[src/rtl/mvm_sparse_ctrl.sv]
`default_nettype none
// ============================================================================
// Module      : mvm_sparse_ctrl
// Description : Sparse MVM sequencer: loads a dense vector, accumulates
//               (row, col, value) triplets, streams the saturated result.
// Revision    : 1.0 - initial release
// ============================================================================
module mvm_sparse_ctrl #(
    parameter int DIM     = 4,
    parameter int DW      = 8,
    parameter int ACCW    = 18,
    parameter int MAX_NNZ = 16
) (
    input  logic                    clk,
    input  logic                    rst_n,
    input  logic                    start,
    input  logic [DW-1:0]           value,
    input  logic [$clog2(DIM)-1:0]  row,
    input  logic [$clog2(DIM)-1:0]  col,
    input  logic                    sending_cpu,
    input  logic                    done_list,
    output logic                    fetch_ready,
    output logic                    sending_out,
    output logic [DW-1:0]           out_data,
    output logic [$clog2(DIM)-1:0]  out_idx,
    output logic                    busy
);

    localparam int                c_iw       = $clog2(DIM);
    localparam int                c_cw       = $clog2(MAX_NNZ + 1);
    localparam logic [c_iw-1:0]   c_last_idx = c_iw'(DIM - 1);
    localparam logic [c_cw-1:0]   c_max_nnz  = c_cw'(MAX_NNZ);

    typedef enum logic [1:0] {
        IDLE     = 2'd0,
        LOAD_VEC = 2'd1,
        FETCH    = 2'd2,
        SEND     = 2'd3
    } state_t;

    state_t             r_state;
    state_t             w_state_nxt;
    logic               r_start_q;
    logic [DW-1:0]      r_vec [DIM];
    logic [ACCW-1:0]    r_acc [DIM];
    logic [c_iw-1:0]    r_vec_idx;
    logic [c_cw-1:0]    r_nnz_cnt;

    logic               w_vec_wr;
    logic               w_trip_acc;
    logic [c_cw-1:0]    w_nnz_nxt;
    logic [2*DW-1:0]    w_prod;
    logic [ACCW-1:0]    w_acc_nxt [DIM];
    logic [c_iw-1:0]    w_out_idx_nxt;
    logic [ACCW-1:0]    w_sat_src;

    assign w_vec_wr   = (r_state == LOAD_VEC) && start && sending_cpu;
    assign w_trip_acc = (r_state == FETCH) && start && sending_cpu;
    assign w_nnz_nxt  = r_nnz_cnt + c_cw'(w_trip_acc);
    assign w_prod     = value * r_vec[col];

    // Accumulator view including this cycle's triplet, so a triplet accepted
    // on the terminating edge is already visible in the first output element.
    always_comb begin
        w_acc_nxt = r_acc;
        if (w_trip_acc) begin
            w_acc_nxt[row] = r_acc[row] + ACCW'(w_prod);
        end
    end

    always_comb begin
        w_state_nxt   = r_state;
        w_out_idx_nxt = '0;
        case (r_state)
            IDLE: begin
                if (start && !r_start_q) w_state_nxt = LOAD_VEC;
            end
            LOAD_VEC: begin
                if (!start)                                   w_state_nxt = IDLE;
                else if (w_vec_wr && r_vec_idx == c_last_idx) w_state_nxt = FETCH;
            end
            FETCH: begin
                if (!start)                                      w_state_nxt = IDLE;
                else if (done_list || w_nnz_nxt == c_max_nnz)    w_state_nxt = SEND;
            end
            SEND: begin
                if (!start || out_idx == c_last_idx) w_state_nxt = IDLE;
                else                                 w_out_idx_nxt = out_idx + c_iw'(1);
            end
            default: w_state_nxt = IDLE;
        endcase
    end

    assign w_sat_src = w_acc_nxt[w_out_idx_nxt];

    always_ff @(posedge clk or negedge rst_n) begin
        if (!rst_n) begin
            r_state     <= IDLE;
            r_start_q   <= 1'b0;
            r_vec_idx   <= '0;
            r_nnz_cnt   <= '0;
            fetch_ready <= 1'b0;
            sending_out <= 1'b0;
            out_data    <= '0;
            out_idx     <= '0;
            busy        <= 1'b0;
            for (int i = 0; i < DIM; i++) begin
                r_vec[i] <= '0;
                r_acc[i] <= '0;
            end
        end else begin
            r_state   <= w_state_nxt;
            r_start_q <= start;

            if (r_state == IDLE && w_state_nxt == LOAD_VEC) begin
                r_vec_idx <= '0;
                r_nnz_cnt <= '0;
                for (int i = 0; i < DIM; i++) begin
                    r_acc[i] <= '0;
                end
            end else begin
                if (w_vec_wr) begin
                    r_vec[r_vec_idx] <= value;
                    r_vec_idx        <= r_vec_idx + c_iw'(1);
                end
                if (w_trip_acc) begin
                    r_acc     <= w_acc_nxt;
                    r_nnz_cnt <= w_nnz_nxt;
                end
            end

            fetch_ready <= (w_state_nxt == LOAD_VEC) || (w_state_nxt == FETCH);
            sending_out <= (w_state_nxt == SEND);
            busy        <= (w_state_nxt != IDLE);

            if (w_state_nxt == SEND) begin
                out_idx  <= w_out_idx_nxt;
                out_data <= (|w_sat_src[ACCW-1:DW]) ? '1 : w_sat_src[DW-1:0];
            end else begin
                out_idx  <= '0;
                out_data <= '0;
            end
        end
    end

endmodule
`default_nettype wire

[config.mk]
export PLATFORM = sky130hd
export DESIGN_NAME = mvm_sparse_ctrl
export DESIGN_NICKNAME = d
export VERILOG_FILES = /design/src/rtl/mvm_sparse_ctrl.sv
export SDC_FILE = /design/constraint.sdc
export NUM_CORES = 1
export LEC_CHECK = 0
export BUFFER_PORTS_ARGS = -buffer_cell sky130_fd_sc_hd__buf_2
export CAP_MARGIN = 20
export CORE_MARGIN = 2
export CORE_UTILIZATION = 60
export DETAILED_ROUTE_END_ITERATION = 8
export MAX_ROUTING_LAYER = met4
export PLACE_DENSITY = 0.77
export SETUP_SLACK_MARGIN = 0.02
export SLEW_MARGIN = 20
export SYNTH_ARGS = -nofsm -noshare
export SYNTH_HDL_FRONTEND = slang
export SYNTH_SLANG_ARGS = --single-unit
[constraint.sdc]
create_clock -name clk -period 14.39 [get_ports clk]
set_clock_uncertainty 0.2 [all_clocks]
set_input_delay 2.878 -clock clk [delete_from_list [all_inputs] [get_ports clk]]
set_output_delay 2.878 -clock clk [all_outputs]
set_load 0.1 [all_outputs]
[Yosys cells after proc, flatten, opt, wreduce, memory -nomap -nowiden]
Cells that the tools add are included.
Storage, ports and cells
  register bits after elaboration: 127
  output and inout bits: 13
  word-level logic and storage cells: 96
Operators by class
  add/subtract/negate cells: 4
  multipliers: 1
  $lt $le $gt $ge: 6
  equal/unequal tests: 9
  multiplexer cells: 34
  bitwise logic cells: 5
  reduce and logical (&&, ||, !) cells: 20
Operators by type and width (count)
  $mux 72: 3
  $mux 18: 5
  $bmux 18 s2: 2
  $bwmux 72: 1
  $mux 8: 5
  $demux 18 s2: 1
  $bwmux 32: 1
  $mux 2: 11
  $add 18x16->18: 1
  $bmux 8 s2: 1
  $demux 8 s2: 1
  $mul 8x8->16: 1
  $eq 2x2->1 const B: 6
  $ge 3x3->1 const B: 4
  $not 2->3: 4
  $mux 5: 2
  $reduce_or 10->1: 1
  $logic_and 1x1->1: 9
  $pmux 2 s4: 1
  $lt 3x1->1 const B: 2
  $reduce_bool 2->1: 3
  $add 5x1->5: 1
  $eq 5x5->1 const B: 1
  $add 2x1->2 const B: 2
  6 further kinds: 10

[Logic depth before layout (Yosys ltp)]
Gate-level depths: netlist (run 1).
  depth after elaboration: 14
  mapped depth: 22

[Least setup slack after synthesis (run 1)]
No wires, ideal clock.
  path type: input -> register
  from: input port row[0]
  to: register out_data[6]
  setup time: 0.139 ns
  arrival: 8.315 ns
  data required time: 14.051 ns
  setup slack: 5.735 ns
  stages: 20
  path buffers: 4
  cell sequence: buf_4 > buf_2 > buf_1 > mux4_2 > ha_1 > fa_1 > fa_1 > inv_1 > fa_1 > inv_1 > ha_1 > buf_2 > o211a_1 > o21ai_2 > a21boi_0 > nor2_1 > o311ai_1 > a311oi_1 > o32ai_2 > a21oi_1
On the way
  longest elaborated chain between the ends: 13
  elaborated cells between the ends (all ways): 18
RTL lines
  from (decl): line 18  | input logic [$clog2(DIM)-1:0] row,
  $not 2->3 (not written as such) (*): line 67  | w_acc_nxt[row] = r_acc[row] + ACCW'(w_prod);
  $bmux 18 s2 (tied with other cells): line 67
  $mux 18 (not written as such) or $logic_and 1x1->1 (tied branches): line 67
  $mux 18 (not written as such): line 67
  $add 18x16->18 or $demux 18 s2 (tied branches): line 67
  $bwmux 72 (*): line 67
  $mux 72 (*): line 66  | if (w_trip_acc) begin
  $bmux 18 s2 (*): line 94  | assign w_sat_src = w_acc_nxt[w_out_idx_nxt];
  $mux 18 (not written as such) (*) (2 in series): line 94
  $reduce_or 10->1: line 138  | out_data <= (|w_sat_src[ACCW-1:DW]) ? '1 : w_sat_src[DW-1:0];
  $mux 8 (*): line 138
  $mux 8 (*): line 136  | if (w_state_nxt == SEND) begin
  to (signal assigned): line 138
  to (decl): line 24  | output logic [DW-1:0] out_data,
Mark *: on every way between the ends. The rest lies on a longest branch, timed or not. The select of a mux whose other input is x is not followed.
A chain may end at the register's enable or synchronous reset.

[Worst setup path in the final report (run 1)]
  from: input port row[0]
  to: register out_data[3]
The elaborated chain is that of the path after synthesis.

==> results by group, run 1 <==
Layout
  • Area of the multi-input gates: 5140 um2
  • Diodes inserted: 0
  • Layout cells sized above 1: 16.48%
  • Fillcell total: 1,069
  • NumNets Final: 1,021
  • Filler-free cell count of the finished design: 1,100
  • Seq. cell area: 3178 um2
  • Most common cell after layout, fill and taps aside: dfrtp_1
  • Most frequent cells in the layout: dfrtp_1 (127), inv_1 (99), nand2_1 (97)
  • Syn-to-layout area delta: 9.767%

Timing
  • RSZ-0062 raised after global routing: no
  • Setup WS post-layout: about 5.5 ns
  • Slew Limit Fails: 0
  • Setup violations, final: 0
  • Max transition margin: a little over two fifths
  • Final min period: ~9 ns
  • TNS Setup: 0 ns
  • Final Hold Vio Count: 0
  • Period Utilization, post-route: 61.64%
  • Worst-Margin Slew: 0.8499 ns
  • Achievable Freq: about 0.11 GHz

Global routing
  • Vias in the first global route: roughly 6,900
  • Initial antenna violation count: 0
  • Grt total ovfl: 0
  • Largest net degree at the start of global routing: 72
  • Global Route Usage Sum: slightly below 30%
  • First-pass GRT wire length: 35,710 um

Synthesis
  • Number of synthesized flops with an enable pin: 0
  • Yosys synthesis warning count: 0
  • Syn Nets: ~1,000
  • Synth area leader: dfrtp_1
  • Mapped Area: ~9000 um2
  • Area contributors post-synth: dfrtp_1 (36%), fa_1 (11%), ha_1 (7.0%)
  • #FFs+latches synth: 127
  • Synth top area share: between 30% and 40%
  • Main synth FF type: dfrtp_1
  • Sequential share of the synthesized area: between 30% and 40%
  • Gate Count Post-Synth: roughly 900
  • Syn_area_per_cell: 9.904 um2
  • Async set or reset register ratio after synthesis: 100.0%
  • Synth unique cells: ~80

Clocking
  • Worst skew pair latency: 0.42 ns
  • Post-CTS Repair Setup Buffers: 0
  • Num CTS Buffers: 17
  • CTS Hold Bufs: 0
  • CTS tree: done
  • CTS H-Tree Depth: 4
  • CTS Buffer Depth: 2
  • Worst-path clk slew: ~0.060 ns
  • CTS sink cnt: about 130
  • Post_cts resized: 0
  • Root Driver: clkbuf_16

Worst setup path
  • RR Startpoint: r_vec[2]
  • Crit path from: row[0]
  • Terminus of the critical flop-to-flop path: out_data[3]
  • R2R depth: 17
  • CP required: 14.46 ns
  • CP endpoint kind: register
  • R2R setup slack: around 8 ns
  • CP arrival: 8.94 ns
  • Worst-path fanout max: 26
  • Crit Path Category: input pin to register
  • CP startpoint kind: input pin

Placement
  • Placed Cells incl. Taps: around 1,100
  • Placement Setup Slack: about 5.2 ns
  • Routability cong.: between 0.8 and 0.9
  • DP HPWL: between 10,000 and 15,000 um
  • IO Port Bufs: 29

Power and ir drop
  • Comb power frac: between 40 and 50%
  • Peak VDD IR: 0.0001405 V
  • Clock Power Share: a little under a third
  • LEAKAGE: approximately 0.0048 uW
  • Sw Ratio: between 30% and 40%
  • P_int: roughly 970 uW
  • Seq pwr share: between 20 and 30%
  • Pwr/cell area: 165.2 nW/um2
  • P_sw: about 640 uW

Routing
  • Vias: approximately 6,800
  • DRC viols: 0
  • Final antenna-violating net count: 0
  • WL/cell: between 15 and 20 um
  • Pre-antenna DRT Iters: 7
  • Number of vias per cell: between 6 and 7
  • 1st-iter DRT viols: around 620
  • Post-Route WL: between 20,000 and 25,000 um

Floorplanning
  • Die Span X: approximately 130 um
  • Die ar.: about 16,000 um2
  • Initial Util: 61.26%
  • I/O pin count: 30
  • Num rows: 44
  • Core area: 14,530 um2
  • Die span in y: ~130 um

Run status
  • Status: finished, final reports clean

Hold path
  • WHS Endpoint: r_nnz_cnt[4]
  • Hold Path Origin: r_nnz_cnt[4]
  • Hold Crit Depth: 1
  • HP Class: register to register

Run
  • Total of max-cap violations: 0
power groups by stage:
stage | logic (uW) | registers, uW | clock network, uW
after floorplan | 534 | 407 | 0
after global placement | 691 | 408 | 0
after detailed placement | 699 | 410 | 0
after CTS | 717 | 405 | 494
after global routing | 814 | 408 | 509
final | 719 | 405 | 491
synth_stat cells (9+ instances only):
cell type	count
nand3_1	69
ha_1	50
and2_1	39
inv_1	99
mux2_2	32
fa_1	50
o21ai_0	77
a21oi_1	26
mux4_2	26
clkbuf_1	37
dfrtp_1	127
nor2_1	34
o22ai_1	9
nand2_1	98
registers in the layout, indices dropped and copies added, names as in the netlist:
register and cells:
sending_out 1, busy 1, r_state 2, r_vec 32, out_data 8, r_start_q 1, fetch_ready 1, r_acc 72
r_vec_idx 2, out_idx 2, r_nnz_cnt 5
kinds of logic (layout without fill, tap and decap cells):
family | Yosys count | in the layout | share of synthesized area [%]
flops | 127 | 127 | 35.69
fa+ha+maj | 100 | 100 | 18.27
mux | 59 | 59 | 10.74
compound gates | 173 | 173 | 12.23
simple gates | 280 | 280 | 15.30
buf+inv | 149 | 166 | 6.605
xor+xnor | 11 | 11 | 1.166
through the flow:
stage                     power [uW]  instance area (um2)  utilization (%)  hold slack (ns)
after CTS                       1616                 9773            67.24           0.3032
after detailed placement        1110                 9109            62.67           0.2899
after global routing            1731                 9773            67.24           0.3228
after floorplan                941.1                 8904                -           0.2696
final                           1615                 9773            67.24           0.2988
after global placement          1100                 9109            62.67           0.2810
worst max-delay path, stage by stage:
cell,delay (ns)
buf_2,0.59
mux4_2,0.58
inv_1,0.09
fa_1,0.38
inv_1,0.08
fa_1,0.45
fa_1,0.55
inv_1,0.05
fa_1,0.47
inv_1,0.05
ha_1,0.34
a21oi_1,0.20
o21ai_2,0.11
a41o_1,0.28
a311oi_1,0.33
xor2_1,0.49
a311oi_1,0.20
o32ai_2,0.65
a21oi_1,0.15
per-layer routing:
| metal | GRT usage (%) | part of all wire, % | wire length, um |
|---|---|---|---|
| met5 | - | 0 | 0 |
| met4 | 10.47 | 2.6 | 536 |
| met3 | 5.353 | 6.0 | 1260 |
| met2 | 43.05 | 46 | 9588 |
| met1 | 41.10 | 46 | 9573 |
area by class of cell:
cell class / count / area share (%)
clock buffers: 18 / 4.494
clock inverters: 13 / 2.304
inverters: 102 / 3.918
multi-input cells: 623 / 52.59
flip-flops and latches: 127 / 32.52
well taps: 184 / 2.356
repair buffers: 33 / 1.818
worst max path at each step:
stage          slack, ns  depth (start not counted)     endpoint
2_1_floorplan       5.74                         20  out_data[6]
3_3_place_gp        5.28                         19  out_data[6]
3_5_place_dp        5.17                         19  out_data[2]
4_1_cts             5.59                         19  out_data[2]
5_1_grt             5.09                         21  out_data[3]
6_report            5.52                         19  out_data[3]
(Power assumes the default switching activity.)
==> run 2, diff against run 1 <==
clock period = 9 ns   (was 14.39 ns; I/O delays follow)
==> results by group, run 2 (synthesized netlist as in run 1, its figures left out) <==
Layout
  • Largest register FFs: 72
  • Layout cells sized above 1: 16.47%
  • NumNets Final: about 1,000
  • Fillcell total: roughly 1,200
  • Diodes inserted: 0
  • Most common cell after layout, fill and taps aside: dfrtp_1
  • Most frequent cells in the layout: dfrtp_1 (127), inv_1 (99), nand2_1 (97)
  • Biggest regs: r_acc (72), r_vec (32), out_data (8)
  • Largest Register: r_acc
  • Syn-to-layout area delta: 8.811%

Timing
  • Period Utilization, post-route: 86.06%
  • TNS Setup: 0 ns
  • Final Hold Vio Count: 0
  • Max transition margin: between 40% and 50%
  • Achievable Freq: between 0.1 and 0.15 GHz
  • Slew Limit Fails: 0
  • Worst-Margin Slew: 0.8611 ns
  • Final min period: 7.745 ns
  • RSZ-0062 raised after global routing: no
  • Setup violations, final: 0
  • Setup WS post-layout: between 1 and 1.5 ns
  • Min Hold Slack: about 0.3 ns

Floorplanning
  • Num rows: 44
  • Initial Util: about three fifths
  • Core area: 14,530 um2
  • I/O pin count: 30
  • Die Span X: between 100 and 150 um
  • Die span in y: 125.8 um
  • Die ar.: 15,830 um2

Worst setup path
  • CP required: between 9 and 10 ns
  • CP endpoint kind: register
  • CP arrival: around 7.8 ns
  • R2R depth: 17
  • Worst Path Buf+Inv: 5
  • Crit Path Category: input pin to register
  • CP max-delay cell: o32ai_2
  • CP Cell Sequence: buf_2 -> mux4_2 -> inv_1 -> fa_1 -> inv_1 -> fa_1 -> fa_1 -> inv_1 -> fa_1 -> inv_1 -> ha_1 -> a21oi_1 -> o21ai_2 -> a41o_1 -> a311oi_1 -> xor2_1 -> a311oi_1 -> o32ai_2 -> a21oi_1
  • RR Startpoint: r_vec[3]
  • Terminus of the critical flop-to-flop path: out_data[5]
  • CP startpoint kind: input pin
  • R2R setup slack: approximately 2.6 ns
  • Worst-path fanout max: 26
  • Delay-heaviest family, CP: adder cells
  • Max stage delay on crit path: between 0.6 and 0.7 ns

Placement
  • Routability cong.: 0.8623
  • Placement Setup Slack: about 0.84 ns
  • IO Port Bufs: 29
  • DP HPWL: ~15,000 um

Global routing
  • Global Route Usage Sum: a little under 30%
  • First-pass GRT wire length: between 30,000 and 40,000 um
  • Initial antenna violation count: 0
  • Vias in the first global route: about 7,000
  • Grt total ovfl: 0
  • Largest net degree at the start of global routing: 72

Clocking
  • Post_cts resized: 0
  • Num CTS Buffers: 17
  • Post-CTS Repair Setup Buffers: 0
  • CTS sink cnt: between 100 and 150
  • CTS tree: done
  • CTS Buffer Depth: 2
  • CTS H-Tree Depth: 4
  • Worst skew pair latency: approximately 0.43 ns
  • Root Driver: clkbuf_16
  • Worst-path clk slew: around 0.060 ns
  • CTS Hold Bufs: 0

Hold path
  • Hold Crit Depth: 1
  • HP Class: register to register
  • WHS Endpoint: r_nnz_cnt[4]
  • Hold Path Origin: r_nnz_cnt[4]

Routing
  • 1st-iter DRT viols: 613
  • Pre-antenna DRT Iters: 5
  • WL/cell: between 15 and 20 um
  • Number of vias per cell: approximately 6.2
  • Post-Route WL: roughly 21,000 um
  • DRC viols: 0
  • Final antenna-violating net count: 0
  • Vias: 6,881

Run status
  • Status: finished, final reports clean

Power and ir drop
  • Total chip power: ~2500 uW
  • Peak VDD IR: around 0.00022 V
  • Pwr/cell area: around 260 nW/um2
  • LEAKAGE: roughly 0.0048 uW

Run
  • Total of max-cap violations: 0
==> run 2: cell count changes in the layout (fill, tap and decap cells not counted), moves of 2 or more <==
cell        before  now
clkbuf_8         1    3
clkinv_4         3    1
clkinvlp_4       0    3
inv_8            2    0
bufinv_16        5    1
==> run 2: worst max path at each step <==
stage | from | end | slack, ns | cells after the start
2_1_floorplan | row[0] | out_data[6] | 1.42 | 20
3_3_place_gp | row[0] | out_data[6] | 0.97 | 19
3_5_place_dp | row[0] | out_data[5] | 0.84 | 19
4_1_cts | row[0] | out_data[5] | 1.27 | 19
5_1_grt | row[0] | out_data[2] | 0.82 | 19
6_report | row[0] | out_data[5] | 1.25 | 19
==> run 2: metal layers <==
layer | track usage, % | share of wire, %
met5 | - | 0
met4 | 9.114 | 2.0
met3 | 5.055 | 6.5
met2 | 44.86 | 48
met1 | 41.14 | 44
==> run 2: worst reg2reg max path: cells and delay by family (launching register included) <==
family / cells / cell delay (ns)
buffers and inverters: 2 / 0.10
AND/OR/NAND/NOR: 2 / 0.31
adder cells (fa/ha/maj): 5 / 2.39
AO/OA/AOI/OAI: 7 / 2.26
flip-flops: 1 / 0.39
multiplexers: 1 / 0.59
==> run 2: stage by stage <==
step           area [um2]  instances  utilization, %
2_1_floorplan        8904        899               -
3_3_place_gp         9116       1070           62.72
3_5_place_dp         9116       1070           62.72
4_1_cts              9688       1101           66.66
5_1_grt              9688       1101           66.66
6_report             9688       1101           66.66
==> run 2: layout make-up <==
type | count | area, um2 | area share [%]
clock buffers | 21 | 470.5 | 4.856
multi-input cells | 623 | 5140 | 53.05
well taps | 184 | 230.2 | 2.376
flip-flops and latches | 127 | 3178 | 32.80
inverters | 102 | 382.9 | 3.952
clock inverters | 10 | 101.3 | 1.046
repair buffers | 34 | 185.2 | 1.911
==> run 2: power breakdown <==
group | internal, uW | switching, uW | leakage (uW)
combinational | 447 | 735 | 0.00274
sequential | 621 | 29.8 | 0.00174
clock | 403 | 273 | 0.000273
==> run 3, diff against run 2 <==
ABC_CLOCK_PERIOD_IN_PS = 8540   (was default)
clock period = 8.54 ns   (was 9 ns; I/O delays follow)
==> results by group, run 3 (synthesized netlist as in run 1, its figures left out) <==
Clocking
  • Worst skew pair latency: 0.43 ns
  • CTS tree: done
  • Post_cts resized: 0
  • Post-CTS Repair Setup Buffers: 0
  • Worst-path clk slew: around 0.060 ns
  • CTS Buffer Depth: 2
  • Root Driver: clkbuf_16
  • CTS Hold Bufs: 0
  • CTS sink cnt: around 130
  • CTS H-Tree Depth: 4
  • Num CTS Buffers: 17

Timing
  • Final Hold Vio Count: 0
  • Period Utilization, post-route: 90.03%
  • Setup violations, final: 0
  • Final min period: between 7 and 8 ns
  • Min Hold Slack: 0.3022 ns
  • RSZ-0062 raised after global routing: no
  • Achievable Freq: approximately 0.13 GHz
  • Worst-Margin Slew: approximately 0.83 ns
  • TNS Setup: 0 ns
  • Setup WS post-layout: 0.8518 ns
  • Slew Limit Fails: 0
  • Max transition margin: between 40 and 50%

Power and ir drop
  • Clock Power Share: 28.4%
  • LEAKAGE: between 0.004 and 0.005 uW
  • Seq pwr share: between 20% and 30%
  • Comb power frac: 45.9%
  • Pwr/cell area: 273.8 nW/um2
  • P_sw: about 1100 uW
  • Sw Ratio: between 40% and 50%
  • P_int: 1586 uW
  • Peak VDD IR: 0.0001991 V

Layout
  • Largest Register: r_acc
  • NumNets Final: 1,023
  • Layout cells sized above 1: 16.76%
  • Largest register FFs: 72
  • Most frequent cells in the layout: dfrtp_1 (127), inv_1 (99), nand2_1 (97)
  • Diodes inserted: 0
  • Syn-to-layout area delta: 9.373%
  • Most common cell after layout, fill and taps aside: dfrtp_1
  • Biggest regs: r_acc (72), r_vec (32), out_data (8)

Worst setup path
  • CP arrival: 7.78 ns
  • CP max-delay cell: o311ai_1
  • CP endpoint: out_data[6]
  • CP endpoint kind: register
  • Top cell by count, worst path: fa_1
  • RR Startpoint: r_vec[26]
  • Crit Path Category: input pin to register
  • Max stage delay on crit path: ~0.7 ns
  • Crit path from: col[0]
  • Terminus of the critical flop-to-flop path: out_data[6]
  • Worst-path fanout max: 8
  • CP startpoint kind: input pin
  • R2R depth: 17
  • R2R setup slack: 2.11 ns
  • CP required: between 8 and 9 ns
  • CP Cell Sequence: buf_2 -> mux4_2 -> and2_1 -> fa_1 -> fa_1 -> fa_1 -> inv_1 -> fa_1 -> inv_1 -> ha_1 -> o211a_1 -> o21ai_2 -> a21boi_0 -> nor2_1 -> o311ai_1 -> a311oi_1 -> o32ai_2 -> a21oi_1

Routing
  • WL/cell: between 15 and 20 um
  • Post-Route WL: roughly 21,000 um
  • Pre-antenna DRT Iters: 5
  • Vias: 6,817
  • Final antenna-violating net count: 0
  • DRC viols: 0
  • Number of vias per cell: slightly above 6
  • 1st-iter DRT viols: between 500 and 600

Global routing
  • Initial antenna violation count: 0
  • Vias in the first global route: 6,842
  • First-pass GRT wire length: about 35,000 um
  • Largest net degree at the start of global routing: 72
  • Grt total ovfl: 0
  • Global Route Usage Sum: around 29%

Placement
  • Routability cong.: between 0.8 and 0.9
  • DP HPWL: between 10,000 and 15,000 um
  • IO Port Bufs: 29
  • Placement Setup Slack: about 0.48 ns

Hold path
  • Hold Path Origin: r_nnz_cnt[4]
  • HP Class: register to register

Floorplanning
  • Die Span X: around 130 um
  • Initial Util: 61.26%
  • Num rows: 44
  • I/O pin count: 30
  • Core area: 14,530 um2
  • Die span in y: 125.8 um
  • Die ar.: ~16,000 um2

Run
  • Total of max-cap violations: 0

Run status
  • Status: finished, final reports clean
## run 3: per-layer routing
metal	vias to the layer above	track usage (%)	wire length, um
li1	3112	-	-
met1	3357	39.72	9158
met2	298	43.18	9738
met3	50	5.438	1448
met4	0	11.76	626
met5	-	-	0
## run 3: final cells by class
| type | count | area, um2 |
|---|---|---|
| inverters | 102 | 382.9 |
| clock buffers | 20 | 466.7 |
| multi-input cells | 623 | 5140 |
| repair buffers | 35 | 192.7 |
| flip-flops and latches | 127 | 3178 |
| well taps | 184 | 230.2 |
| clock inverters | 12 | 147.6 |
| fillers | 1114 | 4796 |
## run 3: worst min-delay path by stage
stage	endpoint	slack (ns)	cells past startpoint
5_1_grt	r_vec[13]	0.32	1
4_1_cts	r_vec[12]	0.31	1
3_3_place_gp	r_vec[11]	0.28	1
2_1_floorplan	r_nnz_cnt[4]	0.27	1
3_5_place_dp	r_vec[12]	0.29	1
6_report	r_nnz_cnt[4]	0.30	1
## run 3: stage by stage
stage,cell area (um2),std cells,util [%],power [uW]
2_1_floorplan,8904,899,-,1586
3_3_place_gp,9124,1071,62.78,1874
3_5_place_dp,9124,1071,62.78,1889
4_1_cts,9738,1103,67.00,2672
5_1_grt,9738,1103,67.00,2851
6_report,9738,1103,67.00,2667
## run 3: power by group through the flow
stage | Combinational [uW] | Clock (uW) | Sequential (uW)
3_3_place_gp | 1190 | 0 | 689
3_5_place_dp | 1200 | 0 | 692
5_1_grt | 1370 | 791 | 689
2_1_floorplan | 899 | 0 | 687
6_report | 1220 | 757 | 685
4_1_cts | 1220 | 767 | 684
## run 3: worst max-delay path, delay by kind of cell
kind / cells / cell delay, ns
compound gates: 7 / 2.32
fa+ha+maj: 5 / 2.43
buf+inv: 3 / 0.37
mux: 1 / 0.65
simple gates: 2 / 0.29
